### config.mk
export PLATFORM = sky130hd
export DESIGN_NAME = alu_seq
export DESIGN_NICKNAME = d
export VERILOG_FILES = /design/src/rtl/alu_seq_pkg.sv /design/src/rtl/alu_seq_core.sv /design/src/rtl/alu_seq.sv
export SDC_FILE = /design/constraint.sdc
export NUM_CORES = 1
export LEC_CHECK = 0
export CAP_MARGIN = 25
export CORE_ASPECT_RATIO = 0.6
export CORE_MARGIN = 2
export CORE_UTILIZATION = 54
export DETAILED_ROUTE_END_ITERATION = 16
export PLACE_DENSITY_LB_ADDON = 0.08
export SYNTH_ARGS = -nofsm -noshare
export SYNTH_HDL_FRONTEND = slang
export SYNTH_SLANG_ARGS = --single-unit
### constraint.sdc
create_clock -name clk -period 3.6 [get_ports clk]
set_input_delay 0.9 -clock clk [delete_from_list [all_inputs] [get_ports clk]]
set_output_delay 0.9 -clock clk [all_outputs]
set_load 0.005 [all_outputs]
### src/rtl/alu_seq_pkg.sv
// Shared types for the sequential ALU: opcode and FSM state enums plus the default width.
package alu_seq_pkg;

    localparam int ALU_W_DEFAULT = 8;

    typedef enum logic [2:0] {
        OP_ADD  = 3'b000,
        OP_SHL  = 3'b001,
        OP_SHR  = 3'b010,
        OP_NAND = 3'b011,
        OP_SUB  = 3'b100,
        OP_MUL  = 3'b101,
        OP_RSVD = 3'b110,
        OP_ADD2 = 3'b111
    } alu_op_t;

    typedef enum logic [1:0] {
        IDLE = 2'd0,
        BUSY = 2'd1,
        DONE = 2'd2
    } alu_state_t;

endpackage

### src/rtl/alu_seq_core.sv
// Single-cycle ADD/SUB/NAND datapath and illegal-opcode decode.
// ALU_SEQ_MUL_EN decides whether opcode 101 counts as supported.
module alu_seq_core
    import alu_seq_pkg::*;
#(
    parameter int W = ALU_W_DEFAULT
) (
    input  alu_op_t        op_i,
    input  logic [W-1:0]   a_i,
    input  logic [W-1:0]   b_i,
    input  logic           cin_i,
    output logic [W-1:0]   res_o,
    output logic           cout_o,
    output logic           illegal_o
);

    logic [W:0] sum;
    logic [W:0] diff;

    // The W+1 bit difference wraps, so its top bit is the borrow flag.
    always_comb begin
        sum       = {1'b0, a_i} + {1'b0, b_i} + {{W{1'b0}}, cin_i};
        diff      = {1'b0, a_i} - {1'b0, b_i} + {{W{1'b0}}, cin_i};
        res_o     = '0;
        cout_o    = 1'b0;
        illegal_o = 1'b0;
        case (op_i)
            OP_ADD, OP_ADD2: {cout_o, res_o} = sum;
            OP_SUB:          {cout_o, res_o} = diff;
            OP_NAND:         res_o = ~(a_i & b_i);
            OP_RSVD:         illegal_o = 1'b1;
`ifndef ALU_SEQ_MUL_EN
            OP_MUL:          illegal_o = 1'b1;
`endif
            default: ;
        endcase
    end

endmodule

### src/rtl/alu_seq.sv
// Sequential ALU: IDLE/BUSY/DONE handshake FSM, bit-serial shifter and,
// when ALU_SEQ_MUL_EN is defined, a shift-add multiplier.
module alu_seq
    import alu_seq_pkg::*;
#(
    parameter int W  = ALU_W_DEFAULT,
    parameter int SW = $clog2(W)
) (
    input  logic           clk,
    input  logic           reset,
    input  logic           in_valid,
    output logic           in_ready,
    input  logic [2:0]     alu_cmd,
    input  logic [W-1:0]   inA,
    input  logic [W-1:0]   inB,
    input  logic           sc_i,
    input  logic [SW-1:0]  shamt,
    output logic           out_valid,
    input  logic           out_ready,
    output logic [W-1:0]   rslt,
    output logic           sc_o,
    output logic           zero,
    output logic           pari,
    output logic           illegal
);

    // One extra counter bit so a full W-step multiply count fits.
    localparam int CW = SW + 1;

    alu_state_t     state_q, state_d;
    alu_op_t        op_q, op_d, cmd;
    logic [W-1:0]   rslt_q, rslt_d;
    logic           sc_q, sc_d;
    logic           illegal_q, illegal_d;
    logic           fill_q, fill_d;
    logic [CW-1:0]  cnt_q, cnt_d;
    logic           accept;
    logic [W-1:0]   coreRes;
    logic           coreCout, coreIllegal;
`ifdef ALU_SEQ_MUL_EN
    logic [W-1:0]   mcand_q, mcand_d;
    logic [W-1:0]   hi_q, hi_d;
    logic [W:0]     partial;
`endif

    assign cmd    = alu_op_t'(alu_cmd);
    assign accept = in_valid && (state_q == IDLE);

    alu_seq_core #(.W(W)) u_core (
        .op_i      (cmd),
        .a_i       (inA),
        .b_i       (inB),
        .cin_i     (sc_i),
        .res_o     (coreRes),
        .cout_o    (coreCout),
        .illegal_o (coreIllegal)
    );

    always_ff @(posedge clk) begin
        if (reset) state_q <= IDLE;
        else       state_q <= state_d;
    end

    always_comb begin
        state_d = state_q;
        case (state_q)
            IDLE: begin
                if (in_valid) begin
                    case (cmd)
                        OP_SHL, OP_SHR: state_d = (shamt == '0) ? DONE : BUSY;
`ifdef ALU_SEQ_MUL_EN
                        OP_MUL:         state_d = BUSY;
`endif
                        default:        state_d = DONE;
                    endcase
                end
            end
            BUSY:    if (cnt_q == CW'(1)) state_d = DONE;
            DONE:    if (out_ready) state_d = IDLE;
            default: state_d = IDLE;
        endcase
    end

    always_comb begin
        in_ready  = (state_q == IDLE);
        out_valid = (state_q == DONE);
    end

    // Multi-cycle ops reuse rslt_q as the working register (shift value or multiplier/low product).
    always_comb begin
        op_d      = op_q;
        rslt_d    = rslt_q;
        sc_d      = sc_q;
        illegal_d = illegal_q;
        fill_d    = fill_q;
        cnt_d     = cnt_q;
`ifdef ALU_SEQ_MUL_EN
        mcand_d   = mcand_q;
        hi_d      = hi_q;
        partial   = '0;
`endif
        if (accept) begin
            op_d      = cmd;
            fill_d    = sc_i;
            rslt_d    = coreRes;
            sc_d      = coreCout;
            illegal_d = coreIllegal;
            cnt_d     = '0;
            if (cmd == OP_SHL || cmd == OP_SHR) begin
                rslt_d = inA;
                sc_d   = 1'b0;
                cnt_d  = {1'b0, shamt};
            end
`ifdef ALU_SEQ_MUL_EN
            if (cmd == OP_MUL) begin
                rslt_d  = inB;
                sc_d    = 1'b0;
                cnt_d   = CW'(W);
                mcand_d = inA;
                hi_d    = '0;
            end
`endif
        end else if (state_q == BUSY) begin
            cnt_d = cnt_q - CW'(1);
            case (op_q)
                OP_SHL: begin
                    sc_d   = rslt_q[W-1];
                    rslt_d = {rslt_q[W-2:0], fill_q};
                end
                OP_SHR: begin
                    sc_d   = rslt_q[0];
                    rslt_d = {fill_q, rslt_q[W-1:1]};
                end
`ifdef ALU_SEQ_MUL_EN
                OP_MUL: begin
                    partial = {1'b0, hi_q} + (rslt_q[0] ? {1'b0, mcand_q} : '0);
                    hi_d    = partial[W:1];
                    rslt_d  = {partial[0], rslt_q[W-1:1]};
                    sc_d    = |partial[W:1];
                end
`endif
                default: ;
            endcase
        end
    end

    always_ff @(posedge clk) begin
        if (reset) begin
            op_q      <= OP_ADD;
            rslt_q    <= '0;
            sc_q      <= 1'b0;
            illegal_q <= 1'b0;
            fill_q    <= 1'b0;
            cnt_q     <= '0;
`ifdef ALU_SEQ_MUL_EN
            mcand_q   <= '0;
            hi_q      <= '0;
`endif
        end else begin
            op_q      <= op_d;
            rslt_q    <= rslt_d;
            sc_q      <= sc_d;
            illegal_q <= illegal_d;
            fill_q    <= fill_d;
            cnt_q     <= cnt_d;
`ifdef ALU_SEQ_MUL_EN
            mcand_q   <= mcand_d;
            hi_q      <= hi_d;
`endif
        end
    end

    assign rslt    = rslt_q;
    assign sc_o    = sc_q;
    assign illegal = illegal_q;
    assign zero    = (rslt_q == '0);
    assign pari    = ^rslt_q;

endmodule
==> results of run 1 <==
placed cells by master (no fill, tap or decap), types with 3 or more instances in the layout:
cell type        count
nor3_1               5
clkdlybuf4s50_1     40
mux2_2               4
ha_1                34
a211oi_1             9
o21ai_0             11
nor2_1              18
inv_1               36
nand2_1             24
a21o_1               3
nor4_1               5
clkbuf_8             3
a21oi_1             26
xnor2_1             10
a221oi_1             7
xor2_1               3
buf_4               21
mux2i_1              6
nor2b_1              4
o31ai_1              4
a22oi_1              5
dfxtp_1             20
o21bai_1             3
a311oi_1             3
o221ai_1             3
critical path, cell delays in order:
cell and delay (ps):
clkdlybuf4s50_1 470, inv_1 60, buf_4 130, fa_1 380, inv_1 80, fa_1 190, nand2b_1 80, a2111o_1 450
a311oi_1 330, o21ai_0 120, a2111o_1 360, o21ai_0 70
per-stage QoR:
stage | hold slack (ps) | setup TNS [ps]
2_1_floorplan | 448 | 0
3_3_place_gp | 451 | -238
3_5_place_dp | 451 | -396
4_1_cts | 471 | 0
5_1_grt | 511 | 0
6_report | 464 | 0
power by group through the flow:
stage | combinational, W | clock [W] | sequential (W)
floorplan | 0.000260 | 0 | 0.000255
global placement | 0.000414 | 0 | 0.000258
detailed placement | 0.000423 | 0 | 0.000258
CTS | 0.000425 | 0.000147 | 0.000254
global route | 0.000476 | 0.000157 | 0.000256
finish | 0.000433 | 0.000147 | 0.000254
routing by layer:
layer / global-route usage [%] / up-vias
met5: 0 / -
li1: - / 1215
met1: 42.0 / 1169
met4: 2.64 / 0
met2: 40.3 / 91
met3: 4.77 / 4
how the worst min path moves through the flow:
stage	from	depth (start not counted)	slack [ps]	to
after floorplan	illegal	2	450	illegal
after global placement	illegal	2	450	illegal
after detailed placement	illegal	2	450	illegal
after CTS	illegal	2	470	illegal
after global routing	illegal	2	510	illegal
final	illegal	2	460	illegal
cell families after synthesis:
group / after synthesis / share of synthesized area [%]
xor+xnor: 13 / 4.78
buf+inv: 51 / 8.66
fa+ha+maj: 37 / 20.4
mux: 10 / 4.41
flops: 20 / 16.8
simple gates: 76 / 16.2
compound gates: 98 / 28.8
state kept, by name (all words and copies together) (netlist names):
name / flops
cnt_q: 4
op_q: 3
state_q: 2
fill_q: 1
sc_o: 1
rslt: 8
illegal: 1
repair_timing:
action                                 4_1_cts  5_1_grt
buffers inserted                             0        0
setup endpoints to repair                    0        2
resized for setup                            0        2
hold buffers                                 0        0
endpoints found under the hold margin        0        0
layout make-up:
cell class | count | area share (%)
Multi-Input combinational cell | 234 | 59.6
Timing Repair Buffer | 61 | 18.6
Sequential cell | 20 | 13.4
Inverter | 36 | 4.52
Tap cell | 60 | 2.51
Clock buffer | 3 | 1.38
==> impl_metrics.env, run 1 <==
export IMPL_status="completed"
export IMPL_cts_buffers=3
export IMPL_core_um2=4170
export IMPL_syn_nets=369
export IMPL_track_usage_pct=27.1
export IMPL_seq_area_um2=400
export IMPL_start_util_pct=57.2
export IMPL_clock_skew_final_ps=3.68
export IMPL_cts_sinks=20
export IMPL_fp_row_count=18
export IMPL_place_area_um2=2950
export IMPL_drc=0
export IMPL_num_nets_final=420
export IMPL_yosysUniqueCellTypes=58
export IMPL_dr_wl_met3_um=472
export IMPL_synth_edff_count=0
export IMPL_wl_met1_um=3390
export IMPL_r2r_start="state_q[1]"
export IMPL_clockPowerShare_pct=17.6
export IMPL_root_buffer="clkbuf_8"
export IMPL_numPortBuffers=40
export IMPL_power_density_nw_per_um2=279
export IMPL_post_drt_wl_per_cell_um=16.1
export IMPL_grt_remaining_overflow=0
export IMPL_gp_congestion=0.818
export IMPL_grt_setup_unrepaired="false"
export IMPL_drt_iter0_markers=300
export IMPL_insertedDiodeCount=0
export IMPL_fmax_mhz=292
export IMPL_final_cell_area_um2=2990
export IMPL_async_reset_ff_share_pct=0
export IMPL_grt_pass1_vias=2233
export IMPL_ys_warn_count=0
export IMPL_r2r_end="rslt[7]"
export IMPL_p_comb_share_pct=51.9
export IMPL_critPathLaunchType="input port"
export IMPL_vias=2479
export IMPL_hold_viol_final=0
export IMPL_p_seq_share_pct=30.5
export IMPL_worstMarginPinSlew_ps=919
export IMPL_yosys_area_top_type_share_pct=17.8
export IMPL_grt_pass1_wl_um=11000
export IMPL_synth_commonest_cells="inv_1, ha_1, a21oi_1"
export IMPL_final_cells=414
export IMPL_seq_area_frac_synth_pct=16.8
export IMPL_die_area_um2=4980
export IMPL_dpl_hpwl_um=5400
export IMPL_post_drt_via_cell_ratio=5.99
export IMPL_crit_path_start="sc_i"
export IMPL_htree_levels=1
export IMPL_dp_cells=411
export IMPL_area_growth_pct=25.6
export IMPL_slew_viol_final=0
export IMPL_synthTopCellsByArea="ha_1, dfxtp_1, a21oi_1"
export IMPL_cap_violations=0
export IMPL_grt_max_degree=20
export IMPL_p_sw_w=0.000306
export IMPL_hold_class="reg -> reg"
export IMPL_fillCellCount=346
export IMPL_crit_type="in -> reg"
export IMPL_firstDrtPassIters=5
export IMPL_fin_crit_ps=3420
export IMPL_arrival_ps=3610
export IMPL_met2_length_um=2790
export IMPL_multi_input_area_um2=1780
export IMPL_cts_tree="done"
export IMPL_clkTransAtPathRegs_ps=70
export IMPL_syn_area_per_cell_um2=7.81
export IMPL_fin_util_pct=71.8
export IMPL_worst_ir_drop_vdd_uv=201
export IMPL_detail_route_antenna_nets=0
export IMPL_finalPower_w=0.000834
export IMPL_p_int_w=0.000528
export IMPL_end_kind="flop"
export IMPL_endpoint="sc_o"
export IMPL_clk_latency_ps=260
export IMPL_cp_required_ps=3790
export IMPL_fin_crit_sh_pct=95.1
export IMPL_clk_path_buf_depth=2
export IMPL_ios=41
export IMPL_synth_area_um2=2380
export IMPL_wirelength_um=6680
export IMPL_dr_max_layer_used="met4"
export IMPL_slew_headroom_pct=38.5
export IMPL_yosys_most_used_dff="dfxtp_1"
export IMPL_die_width_um=89.8
export IMPL_cp_max_fo=2
export IMPL_synth_most_common_cell="inv_1"
export IMPL_place_ws_ps=-159
export IMPL_final_setup_viol_count=0
export IMPL_switching_share_pct=36.7
export IMPL_synth_seq_cells=20
export IMPL_r2r_cells=5
export IMPL_reg2reg_slack_ps=1370
export IMPL_layout_drive_gt1_share_pct=10.2
export IMPL_die_h_um=55.5
export IMPL_worst_slack_ps=178
export IMPL_syn_inst=305
export IMPL_yosysTopAreaCell="ha_1"
export IMPL_antenna_found_initial=0
export IMPL_p_leak_nw=1.22
(Power assumes the default switching activity.)
==> run 2: changes to the inputs <==
--- a/config.mk
+++ b/config.mk
@@ -5,12 +5,12 @@
 export SDC_FILE = /design/constraint.sdc
 export NUM_CORES = 1
 export LEC_CHECK = 0
-export CAP_MARGIN = 25
 export CORE_ASPECT_RATIO = 0.6
-export CORE_MARGIN = 2
+export CORE_MARGIN = 4
 export CORE_UTILIZATION = 54
 export DETAILED_ROUTE_END_ITERATION = 16
 export PLACE_DENSITY_LB_ADDON = 0.08
+export SLEW_MARGIN = 10
 export SYNTH_ARGS = -nofsm -noshare
 export SYNTH_HDL_FRONTEND = slang
 export SYNTH_SLANG_ARGS = --single-unit
==> impl_metrics.env, run 2 (synthesized netlist as in run 1, its figures left out) <==
export IMPL_status="completed"
export IMPL_finalPower_w=0.000865
export IMPL_cts_sinks=20
export IMPL_final_setup_viol_count=0
export IMPL_clockPowerShare_pct=20.7
export IMPL_grt_pass1_wl_um=11200
export IMPL_layout_drive_gt1_share_pct=10.5
export IMPL_wirelength_um=6620
export IMPL_slew_headroom_pct=39.0
export IMPL_dpl_hpwl_um=5370
export IMPL_crit_type="in -> reg"
export IMPL_cp_required_ps=3790
export IMPL_critPathLaunchType="input port"
export IMPL_drc=0
export IMPL_ios=41
export IMPL_firstDrtPassIters=5
export IMPL_fin_util_pct=71.8
export IMPL_worstMarginPinSlew_ps=911
export IMPL_largest_reg_flops=8
export IMPL_root_buffer="clkbuf_8"
export IMPL_post_drt_wl_per_cell_um=16.0
export IMPL_final_common_cell="clkdlybuf4s50_1"
export IMPL_power_density_nw_per_um2=288
export IMPL_fp_row_count=18
export IMPL_htree_levels=1
export IMPL_die_area_um2=5580
export IMPL_slew_viol_final=0
export IMPL_clk_path_buf_depth=2
export IMPL_detail_route_antenna_nets=0
export IMPL_grt_remaining_overflow=0
export IMPL_grt_pass1_vias=2384
export IMPL_clkTransAtPathRegs_ps=80
export IMPL_hold_class="reg -> reg"
export IMPL_place_area_um2=2940
export IMPL_antenna_found_initial=0
export IMPL_hold_worst_slack_ps=470
export IMPL_num_nets_final=419
export IMPL_die_h_um=59.5
export IMPL_dp_cells=410
export IMPL_holdPathStages=2
export IMPL_cts_tree="done"
export IMPL_area_growth_pct=26.2
export IMPL_p_seq_share_pct=29.3
export IMPL_fin_crit_sh_pct=96.5
export IMPL_p_sw_w=0.000314
export IMPL_clock_skew_final_ps=4.11
export IMPL_switching_share_pct=36.3
export IMPL_r2r_cells=5
export IMPL_fmax_mhz=288
export IMPL_gp_congestion=0.860
export IMPL_grt_setup_unrepaired="false"
export IMPL_start_util_pct=56.9
export IMPL_numPortBuffers=40
export IMPL_cp_max_fo=2
export IMPL_fin_crit_ps=3480
export IMPL_cts_hold_buf=0
export IMPL_p_int_w=0.000552
export IMPL_hold_viol_final=0
export IMPL_mostFrequentLayoutCells="clkdlybuf4s50_1, inv_1, ha_1"
export IMPL_insertedDiodeCount=0
export IMPL_p_leak_nw=1.22
export IMPL_clk_latency_ps=260
export IMPL_drt_iter0_markers=210
export IMPL_final_cell_area_um2=3010
export IMPL_cts_buffers=3
export IMPL_core_um2=4190
export IMPL_worst_ir_drop_vdd_uv=182
export IMPL_arrival_ps=3660
export IMPL_postCtsSetupBuffers=0
export IMPL_grt_max_degree=19
export IMPL_final_cells=414
export IMPL_reg2reg_slack_ps=1360
export IMPL_track_usage_pct=25.4
export IMPL_vias=2487
export IMPL_cap_violations=0
export IMPL_cts_resized_gates=0
export IMPL_end_kind="flop"
export IMPL_die_width_um=93.8
export IMPL_post_drt_via_cell_ratio=6.01
export IMPL_p_comb_share_pct=49.9
export IMPL_fillCellCount=347
==> run 2: layer usage <==
| metal | track usage [%] | part of all wire [%] | vias up |
|---|---|---|---|
| met5 | 0 | 0 | - |
| met3 | 5.58 | 9.0 | 7 |
| met4 | 4.12 | 0.54 | 0 |
| li1 | - | - | 1214 |
| met1 | 36.4 | 49 | 1151 |
| met2 | 39.8 | 41 | 115 |
==> run 2: final timing paths <==
check | endpoint | from
hold reg to reg | illegal | illegal
hold / removal | illegal | illegal
setup / recovery | sc_o | sc_i
setup reg to reg | rslt[7] | state_q[1]
==> run 2: final cells by class <==
| type | count | area, um2 | share of cell area [%] |
|---|---|---|---|
| multi-input combinational | 234 | 1790 | 59.6 |
| clock buffer | 4 | 55.1 | 1.83 |
| inverter | 36 | 135 | 4.49 |
| timing repair buffer | 60 | 551 | 18.3 |
| tap | 60 | 75.1 | 2.49 |
| sequential | 20 | 400 | 13.3 |
==> run 2: power groups by stage <==
stage                     clock, W  combinational, W  sequential, W
final                     0.000179          0.000432       0.000254
after global routing      0.000188          0.000481       0.000256
after CTS                 0.000180          0.000424       0.000253
after detailed placement         0          0.000420       0.000259
after global placement           0          0.000413       0.000258
after floorplan                  0          0.000260       0.000255
==> run 2: through the flow <==
stage | setup TNS [ps] | worst slack, ps
3_5_place_dp | -460 | -203
2_1_floorplan | 0 | 558
5_1_grt | 0 | 11.7
4_1_cts | 0 | 65.4
3_3_place_gp | -217 | -116
6_report | 0 | 125
==> run 2: worst max-delay path: stages <==
cell             delay [ps]
clkdlybuf4s50_1         480
inv_1                    60
buf_4                   130
fa_1                    370
inv_1                    80
fa_1                    200
nand2b_1                 80
a2111o_1                440
a311oi_1                350
o21ai_0                 140
a2111o_1                360
o21ai_0                  80
==> run 3: changes to the inputs <==
--- a/config.mk
+++ b/config.mk
@@ -5,7 +5,6 @@
 export SDC_FILE = /design/constraint.sdc
 export NUM_CORES = 1
 export LEC_CHECK = 0
-export CORE_ASPECT_RATIO = 0.6
 export CORE_MARGIN = 4
 export CORE_UTILIZATION = 54
 export DETAILED_ROUTE_END_ITERATION = 16
==> impl_metrics.env, run 3 (synthesized netlist as in run 1, its figures left out) <==
export IMPL_fp_row_count=23
export IMPL_largest_reg_flops=8
export IMPL_wirelength_um=6150
export IMPL_slowest_stage="clkdlybuf4s50_1"
export IMPL_hold_viol_final=0
export IMPL_die_area_um2=5540
export IMPL_clock_skew_final_ps=5.68
export IMPL_grt_pass1_vias=2261
export IMPL_hold_class="reg -> reg"
export IMPL_mostFrequentLayoutCells="clkdlybuf4s50_1, inv_1, ha_1"
export IMPL_r2r_end="rslt[0]"
export IMPL_track_usage_pct=22.8
export IMPL_min_to="illegal"
export IMPL_worst_slack_ps=51.1
export IMPL_root_buffer="clkbuf_8"
export IMPL_worst_ir_drop_vdd_uv=327
export IMPL_vias=2400
export IMPL_gp_congestion=0.868
export IMPL_place_ws_ps=-237
export IMPL_cp_max_fo=3
export IMPL_detail_route_antenna_nets=0
export IMPL_fin_crit_ps=3550
export IMPL_finalPower_w=0.000849
export IMPL_clkTransAtPathRegs_ps=80
export IMPL_slowest_delay_ps=490
export IMPL_hp_start="illegal"
export IMPL_critPathLaunchType="input port"
export IMPL_post_drt_wl_per_cell_um=15.2
export IMPL_clk_path_buf_depth=2
export IMPL_reg2reg_slack_ps=1530
export IMPL_cap_violations=0
export IMPL_core_um2=4140
export IMPL_worstMarginPinSlew_ps=942
export IMPL_cts_sinks=20
export IMPL_fmax_mhz=282
export IMPL_dpl_hpwl_um=4760
export IMPL_crit_type="in -> reg"
export IMPL_fin_crit_sh_pct=98.6
export IMPL_post_drt_via_cell_ratio=5.94
export IMPL_drt_iter0_markers=231
export IMPL_arrival_ps=3640
export IMPL_holdPathStages=2
export IMPL_final_cell_area_um2=2990
export IMPL_final_setup_viol_count=0
export IMPL_numPortBuffers=40
export IMPL_cts_tree="done"
export IMPL_antenna_found_initial=0
export IMPL_status="completed"
export IMPL_r2r_cells=5
export IMPL_hold_worst_slack_ps=467
export IMPL_cp_required_ps=3700
export IMPL_power_density_nw_per_um2=284
export IMPL_r2r_start="op_q[1]"
export IMPL_cts_buffers=3
export IMPL_layout_drive_gt1_share_pct=10.2
export IMPL_slew_viol_final=0
export IMPL_crit_buf_inv=3
export IMPL_path_delay_family="compound AO/OA/AOI/OAI gates"
export IMPL_area_growth_pct=25.5
export IMPL_ios=41
export IMPL_final_common_cell="clkdlybuf4s50_1"
export IMPL_start_util_pct=57.5
export IMPL_grt_remaining_overflow=0
export IMPL_end_kind="flop"
export IMPL_insertedDiodeCount=0
export IMPL_die_h_um=74.4
export IMPL_crit_chain="clkdlybuf4s50_1 -> inv_1 -> ha_1 -> inv_1 -> ha_1 -> fa_1 -> a21oi_2 -> o221ai_1 -> xnor2_1 -> o221ai_1 -> o31ai_1 -> a221oi_1"
export IMPL_tns_ps=0
export IMPL_grt_max_degree=24
export IMPL_drc=0
export IMPL_place_area_um2=2930
export IMPL_htree_levels=1
export IMPL_grt_pass1_wl_um=10000
export IMPL_firstDrtPassIters=4
export IMPL_p_leak_nw=1.22
export IMPL_slew_headroom_pct=36.9
export IMPL_num_nets_final=419
export IMPL_die_width_um=74.4
export IMPL_clk_latency_ps=260
run 3: power by group:
group          total, W  switching (W)  internal, W
clock          0.000171      0.0000732    0.0000973
combinational  0.000427       0.000212     0.000215
sequential     0.000252      0.0000138     0.000238
run 3: how the worst max path moves through the flow:
stage               startpoint       to  slack, ps  cells after the start
detailed placement        sc_i     sc_o       -240                     12
global route              sc_i  rslt[6]        -90                     12
global placement          sc_i     sc_o       -180                     12
CTS                       sc_i     sc_o         20                     12
finish                    sc_i  rslt[6]         50                     12
floorplan                 sc_i     sc_o        560                     11
run 3: metrics by stage:
| step | util (%) | instances |
|---|---|---|
| floorplan | - | 305 |
| global placement | 70.6 | 400 |
| detailed placement | 70.6 | 400 |
| CTS | 71.9 | 404 |
| global route | 72.2 | 404 |
| finish | 72.2 | 404 |
run 3: metal layers:
metal	part of all wire, %	global-route usage (%)
met5	0	0
met2	48	38.9
met4	0.76	3.95
met3	5.0	2.97
met1	46	31.1
run 3: worst min-delay path, cell delays in order (launching register included):
cell	delay [ps]
dfxtp_1	320
nand2_1	50
a21oi_1	50
run 3: final cells by class:
type / count / area (um2)
Multi-Input combinational cell: 234 / 1790
Fill cell: 381 / 1150
Timing Repair Buffer: 60 / 551
Sequential cell: 20 / 400
Inverter: 36 / 135
Tap cell: 50 / 62.6
Clock buffer: 4 / 55.1
run 3: what timing repair did:
action | CTS | global route
hold buffers | 0 | 0
endpoints found under the setup margin | 0 | 3
gates resized for setup | 0 | 3
buffers inserted | 0 | 0
endpoints found under the hold margin | 0 | 0
